### config.mk
export PLATFORM = sky130hd
export DESIGN_NAME = alu_arbiter
export DESIGN_NICKNAME = d
export VERILOG_FILES = /design/src/rtl/alu_arbiter.sv
export SDC_FILE = /design/constraint.sdc
export NUM_CORES = 1
export LEC_CHECK = 0
export BUFFER_PORTS_ARGS = -buffer_cell sky130_fd_sc_hd__buf_4
export CAP_MARGIN = 25
export CORE_ASPECT_RATIO = 1.4
export CORE_MARGIN = 3
export CORE_UTILIZATION = 48
export CTS_CLUSTER_SIZE = 16
export DETAILED_ROUTE_END_ITERATION = 16
export GPL_TIMING_DRIVEN = 1
export PLACE_DENSITY_LB_ADDON = 0.15
export SLEW_MARGIN = 20
export SYNTH_ARGS = -nofsm -noshare
export SYNTH_HDL_FRONTEND = slang
export SYNTH_SLANG_ARGS = --single-unit
### constraint.sdc
create_clock -name clk -period 2.9 [get_ports clk]
set_clock_uncertainty 0.1 [all_clocks]
set_input_delay 0.29 -clock clk [delete_from_list [all_inputs] [get_ports clk]]
set_output_delay 0.29 -clock clk [all_outputs]
set_load 0.05 [all_outputs]
### src/rtl/alu_arbiter.sv
// Round-robin arbiter sharing one combinational alu between two requesters.
// Define ALU_OP_CHECK_EN to add rsp_err and reject opcodes outside ADD..SRL.
`ifndef ADD
`define ADD 6'b100000
`endif
`ifndef SUB
`define SUB 6'b100010
`endif
`ifndef AND
`define AND 6'b100100
`endif
`ifndef OR
`define OR  6'b100101
`endif
`ifndef XOR
`define XOR 6'b100110
`endif
`ifndef NOR
`define NOR 6'b100111
`endif
`ifndef SRA
`define SRA 6'b000011
`endif
`ifndef SRL
`define SRL 6'b000010
`endif

module alu_arbiter #(
   parameter int N_BITS = 8,
   parameter int N_OP   = 6
) (
   input  logic              clk,
   input  logic              reset,
   input  logic              req0_valid,
   output logic              req0_ready,
   input  logic [N_BITS-1:0] req0_a,
   input  logic [N_BITS-1:0] req0_b,
   input  logic [N_OP-1:0]   req0_op,
   input  logic              req1_valid,
   output logic              req1_ready,
   input  logic [N_BITS-1:0] req1_a,
   input  logic [N_BITS-1:0] req1_b,
   input  logic [N_OP-1:0]   req1_op,
   output logic              rsp_valid,
   input  logic              rsp_ready,
   output logic              rsp_id,
   output logic [N_BITS-1:0] rsp_rdo,
   output logic              rsp_carry,
   output logic              rsp_zero,
`ifdef ALU_OP_CHECK_EN
   output logic              rsp_err,
`endif
   output logic [N_BITS-1:0] alu_a,
   output logic [N_BITS-1:0] alu_b,
   output logic [N_OP-1:0]   alu_op,
   input  logic [N_BITS-1:0] alu_rdo,
   input  logic              alu_carry,
   input  logic              alu_zero
);

   typedef enum logic [1:0] {S_IDLE, S_EXEC, S_RESP} state_t;

   state_t              state_q, state_d;
   logic [N_BITS-1:0]   a_q, a_d, b_q, b_d;
   logic [N_OP-1:0]     op_q, op_d;
   logic                id_q, id_d;
   logic                last_grant_q, last_grant_d;
   logic                rsp_valid_q, rsp_valid_d;
   logic                rsp_id_q, rsp_id_d;
   logic [N_BITS-1:0]   rsp_rdo_q, rsp_rdo_d;
   logic                rsp_carry_q, rsp_carry_d;
   logic                rsp_zero_q, rsp_zero_d;
   logic                rsp_err_q, rsp_err_d;

   logic                any_valid;
   logic                sel_id;
   logic [N_BITS-1:0]   sel_a, sel_b;
   logic [N_OP-1:0]     sel_op;
   logic                op_ok;

   assign any_valid = req0_valid | req1_valid;
   // On a tie the requester that did not win last time gets the grant.
   assign sel_id = (req0_valid && req1_valid) ? ~last_grant_q : req1_valid;
   assign sel_a  = sel_id ? req1_a  : req0_a;
   assign sel_b  = sel_id ? req1_b  : req0_b;
   assign sel_op = sel_id ? req1_op : req0_op;

`ifdef ALU_OP_CHECK_EN
   localparam logic [N_OP-1:0] OP_ADD = N_OP'(`ADD);
   localparam logic [N_OP-1:0] OP_SUB = N_OP'(`SUB);
   localparam logic [N_OP-1:0] OP_AND = N_OP'(`AND);
   localparam logic [N_OP-1:0] OP_OR  = N_OP'(`OR);
   localparam logic [N_OP-1:0] OP_XOR = N_OP'(`XOR);
   localparam logic [N_OP-1:0] OP_NOR = N_OP'(`NOR);
   localparam logic [N_OP-1:0] OP_SRA = N_OP'(`SRA);
   localparam logic [N_OP-1:0] OP_SRL = N_OP'(`SRL);

   assign op_ok = sel_op inside {OP_ADD, OP_SUB, OP_AND, OP_OR,
                                 OP_XOR, OP_NOR, OP_SRA, OP_SRL};
   assign rsp_err = rsp_err_q;
`else
   assign op_ok = 1'b1;
`endif

   always_comb begin
      state_d      = state_q;
      a_d          = a_q;
      b_d          = b_q;
      op_d         = op_q;
      id_d         = id_q;
      last_grant_d = last_grant_q;
      rsp_valid_d  = rsp_valid_q;
      rsp_id_d     = rsp_id_q;
      rsp_rdo_d    = rsp_rdo_q;
      rsp_carry_d  = rsp_carry_q;
      rsp_zero_d   = rsp_zero_q;
      rsp_err_d    = rsp_err_q;
      req0_ready   = 1'b0;
      req1_ready   = 1'b0;
      unique case (state_q)
         S_IDLE: begin
            if (any_valid && !reset) begin
               req0_ready = ~sel_id;
               req1_ready = sel_id;
               id_d       = sel_id;
               if (op_ok) begin
                  a_d     = sel_a;
                  b_d     = sel_b;
                  op_d    = sel_op;
                  state_d = S_EXEC;
               end else begin
                  // Rejected opcode: the alu keeps its previous operands.
                  rsp_valid_d  = 1'b1;
                  rsp_id_d     = sel_id;
                  rsp_rdo_d    = '0;
                  rsp_carry_d  = 1'b0;
                  rsp_zero_d   = 1'b0;
                  rsp_err_d    = 1'b1;
                  last_grant_d = sel_id;
                  state_d      = S_RESP;
               end
            end
         end
         S_EXEC: begin
            rsp_valid_d  = 1'b1;
            rsp_id_d     = id_q;
            rsp_rdo_d    = alu_rdo;
            rsp_carry_d  = alu_carry;
            rsp_zero_d   = alu_zero;
            rsp_err_d    = 1'b0;
            last_grant_d = id_q;
            state_d      = S_RESP;
         end
         S_RESP: begin
            if (rsp_ready) begin
               rsp_valid_d = 1'b0;
               state_d     = S_IDLE;
            end
         end
         default: state_d = S_IDLE;
      endcase
   end

   always_ff @(posedge clk or posedge reset) begin
      if (reset) begin
         state_q      <= S_IDLE;
         a_q          <= '0;
         b_q          <= '0;
         op_q         <= '0;
         id_q         <= 1'b0;
         last_grant_q <= 1'b1;
         rsp_valid_q  <= 1'b0;
         rsp_id_q     <= 1'b0;
         rsp_rdo_q    <= '0;
         rsp_carry_q  <= 1'b0;
         rsp_zero_q   <= 1'b0;
         rsp_err_q    <= 1'b0;
      end else begin
         state_q      <= state_d;
         a_q          <= a_d;
         b_q          <= b_d;
         op_q         <= op_d;
         id_q         <= id_d;
         last_grant_q <= last_grant_d;
         rsp_valid_q  <= rsp_valid_d;
         rsp_id_q     <= rsp_id_d;
         rsp_rdo_q    <= rsp_rdo_d;
         rsp_carry_q  <= rsp_carry_d;
         rsp_zero_q   <= rsp_zero_d;
         rsp_err_q    <= rsp_err_d;
      end
   end

   assign alu_a     = a_q;
   assign alu_b     = b_q;
   assign alu_op    = op_q;
   assign rsp_valid = rsp_valid_q;
   assign rsp_id    = rsp_id_q;
   assign rsp_rdo   = rsp_rdo_q;
   assign rsp_carry = rsp_carry_q;
   assign rsp_zero  = rsp_zero_q;

endmodule

Word level (Yosys, flattened, before mapping)
Index checks and enable logic that the tools add are counted.

storage, ports and cells
  register bits = 38
  input bits = 59
  output and inout port bits = 36
  logic and storage cells = 39

cells by class
  eq/ne operators = 4
  muxes and demuxes = 13
  bitwise operators = 3
  reductions and logical operators = 8

operators with widths
  cell                number
  $mux 8              2
  $mux 1              6
  $mux 6              1
  $pmux 2 s3          1
  $reduce_and 2->1    3
  $mux 2              2
  $ne 2x2->1 const B  2
  $eq 2x1->1 const B  1
  $eq 2x2->1 const B  1
  $logic_and 1x1->1   2
  $logic_not 2->1     1
  $not 1->1           2
  $pmux 1 s2          1
  $reduce_bool 2->1   1
  $logic_not 1->1     1
  $or 1x1->1          1

Depth between registers and ports, before layout
  depth in word-level cells = 5
  depth in mapped cells = 6
  depth with buffers taken out = 3

Least setup slack after synthesis
Ideal clock, no wire load.

  path type = reg-to-output
  from = register state_q[1]
  to = output req0_ready
  arrival = 1.739 ns
  required time = 2.510 ns
  slack = 0.771 ns
  cell stages (with the launch flop) = 5
  path buffers = 2
  path through = dfrtp_1 > or3_1 > buf_2 > buf_6 > nor3b_2

on the way
  longest elaborated chain between the ends = 2

RTL lines
  element                 RTL line  source
  start, declared         63        state_t state_q, state_d;
  start signal, assigned  179       state_q <= state_d;
  $logic_not 2->1         120       unique case (state_q)
  $mux 1                  120
  end, declared           35        output logic req0_ready,

Every way passes these cells.

Worst setup path after layout
  from = register state_q[1]
  to = output req1_ready

on the way
  longest elaborated chain between the ends = 2

RTL lines
  element          RTL line  source
  $logic_not 2->1  120
  $mux 1           120
  end, declared    40        output logic req1_ready,

Every way passes these cells.

==> parameters.txt <==
Parameter                              Value

Synth
  Number of synthesized register bits    38
  Cells taking the most area after synthesis    dfrtp_1, a221o_1, nor3_2
  Post-synthesis cell type with the largest combined area    dfrtp_1
  Area share of the largest cell type after synthesis    0.5230
  Yosys Warn Count    0
  Async S/R FF share, synth    1.000
  Number of enable flip-flop cells after synthesis    0
  Post-Syn Area    ~1800 um^2
  Portion of the post-synthesis area used by sequential elements    0.5378
  Post-Syn Area per Cell    roughly 12 um^2
  Syn nets    210
  Most used flip-flop cell after synthesis    dfrtp_1
  Synthesized netlist cell count    roughly 150
  Post-synthesis cell type count    21

Global routing
  Initial antenna violation count    0
  Gr ovfl total    0
  Total global routing track utilization    0.2140
  First-pass GRT wire length    about 7600 um
  Pin count of the biggest net entering global routing    26
  Vias in the first global route    1669

Layout
  Fraction of final layout cells with drive strength greater than 1    0.5720
  Commonest non-fill, non-tap cells in the layout    buf_4, dfrtp_1, nand2_1
  Final core area utilization    0.7427
  Post-Layout Cell Count    between 200 and 300
  Filler Cell Count    between 200 and 300
  Post-layout nets    301
  Layout overhead on the synthesized area    45.65%
  Most common cell after layout, fill and taps aside    buf_4
  Antenna Cells    0

STA
  Setup repair after global routing missed its margin    no
  Timing-limited maximum frequency    449.3 MHz
  Share of the clock period used by the worst path after layout    0.7675
  Final TNS setup    0 ns
  Setup Viol. Count Final    0
  Final slew viol count    0
  Hold Violations, Final    0
  Post-Route Hold Slack    about 0.066 ns
  Post-layout min period    ~2.2 ns
  Worst relative slew slack    0.3106
  Slew @ Worst Pin    roughly 1.0 ns

Pwr
  Worst ir drop on vdd    approximately 0.00092 V
  Switching portion of total power    0.4870
  Internal portion of total power    1.545 mW
  Power per Cell Area    1168 nW/um^2
  Leak    ~1.3 nW
  Total power draw    about 3 mW
  Sequential group share of total power    0.310
  Clock network power share    0.120
  Combinational Power Share    0.570
  Power dissipated by switching net loads    roughly 1.5 mW

Die
  Initial cell density of the core    0.5099
  Die height    77.86 um
  Number of top-level design ports    between 90 and 100
  Site Rows    25
  Area of the core    3472 um^2
  Die footprint    4464 um^2
  DIE WIDTH    57.33 um

Setup path
  Required @ worst endpoint    2.51 ns
  Startpoint kind of the worst setup timing path    register
  Reg2Reg Depth    4
  Register-to-Register Setup Slack    between 1 and 1.5 ns
  Type of the setup path with the least slack    reg2out
  Critical path endpoint category    output pin
  Signal arrival time at the worst endpoint    ~1.8 ns
  Critical path fanouts, max    11

Clock tree
  Clock tree buffer depth    2
  Clk sink count    38
  Number of buffers added by the clock tree synthesis step    5
  Post-CTS Setup Repair Bufs    0
  CTS clk-pin slew, worst paths    about 0.07 ns
  Number of hold buffers added after cts    0
  Root buffer cell    clkbuf_8
  Gates resized, CTS repair    0
  TritonCTS clock tree    yes
  H-tree lvl count    2
  Later-pin clock latency in the skew report    approximately 0.28 ns

Routing
  Violation count after the first detailed-route iteration    56
  DR vias/cell    roughly 5.5
  Wire length after detailed routing    ~4500 um
  Number of remaining DRC errors    0
  Routed Antenna Nets    0
  Total iterations of the first detailed-routing run    4
  Routed wirelength normalized by instance count    about 16 um
  Total via count after detailed routing    1569

Placed design
  Buffers added on ports    94
  HPWL reported at the end of detailed placement    approximately 3300 um
  DP Cell Count    275
  Weighted congestion reported at the end of routability-driven placement    between 0.7 and 0.8

Hold path
  Hold Path Class    in2async

Outcome
  Status    complete, no violations

Flow run
  Reported max-cap violation count    0
cell families after synthesis:
group,after synthesis,synth area share
compound gates,28,0.1420
flops,38,0.5378
buf+inv,21,0.05936
simple gates,54,0.1972
mux,10,0.06361
state kept, by name, summed over array words and instances, names as in the netlist, 2 cells and up:
name     cells
alu_a        8
alu_b        8
rsp_rdo      8
alu_op       6
state_q      2
power groups by stage:
stage | registers, mW | logic [mW] | clock network (mW)
6_report | 0.934 | 1.72 | 0.361
5_1_grt | 0.959 | 1.80 | 0.394
4_1_cts | 0.931 | 1.73 | 0.373
3_5_place_dp | 0.934 | 1.73 | 0
3_3_place_gp | 0.926 | 1.71 | 0
2_1_floorplan | 1.72 | 0.408 | 0
cells in the mapped netlist (2+ instances only):
library cell  number
nor3_1             4
o21ai_0            3
inv_1              6
nand2_1           24
dfrtp_1           37
a221o_1           22
buf_6              2
nor2b_1            2
buf_2              9
clkbuf_1           4
mux2_2            10
nor3_2            19
metal layers:
metal | track usage | vias to the layer above | routed length [um]
met3 | 0.04493 | 5 | 324
li1 | - | 726 | -
met2 | 0.3810 | 67 | 2363
met4 | 0.06265 | 0 | 40
met5 | 0 | - | 0
met1 | 0.2540 | 771 | 1730
metrics by stage:
stage	cell area, um^2	setup slack [ns]
after global routing	2579	0.5779
after detailed placement	2487	1.013
final	2579	0.6743
after floorplan	1770	0.7713
after CTS	2579	0.6733
after global placement	2487	1.052
final cells by class:
cell class / instances / area, um^2 / area share
repair buffers: 99 / 743.2 / 0.2882
flip-flops and latches: 38 / 952.2 / 0.3692
multi-input cells: 92 / 719.4 / 0.2790
clock inverters: 1 / 5.005 / 0.001941
inverters: 6 / 22.52 / 0.008734
clock buffers: 7 / 86.33 / 0.03348
well taps: 40 / 50.05 / 0.01941
critical path, cell delays in order, from the launching register on:
cell	delay, ns
dfrtp_1	0.44
nor3_1	0.33
and3_1	0.50
buf_4	0.29
final timing paths:
path                                       endpoint                   start
max                                      req1_ready  state_q[1]$_DFFE_PP0P_
min                            alu_b[0]$_DFFE_PP0P_                   reset
max reg2reg                    alu_a[1]$_DFFE_PP0P_  state_q[1]$_DFFE_PP0P_
min reg2reg                  rsp_rdo[6]$_DFFE_PP0P_  rsp_rdo[6]$_DFFE_PP0P_
max in group asynchronous  last_grant_q$_DFFE_PP1P_                   reset
min in group clk              rsp_valid$_DFFE_PP0P_               rsp_ready
No activity file was read; power rests on OpenSTA's default activity.
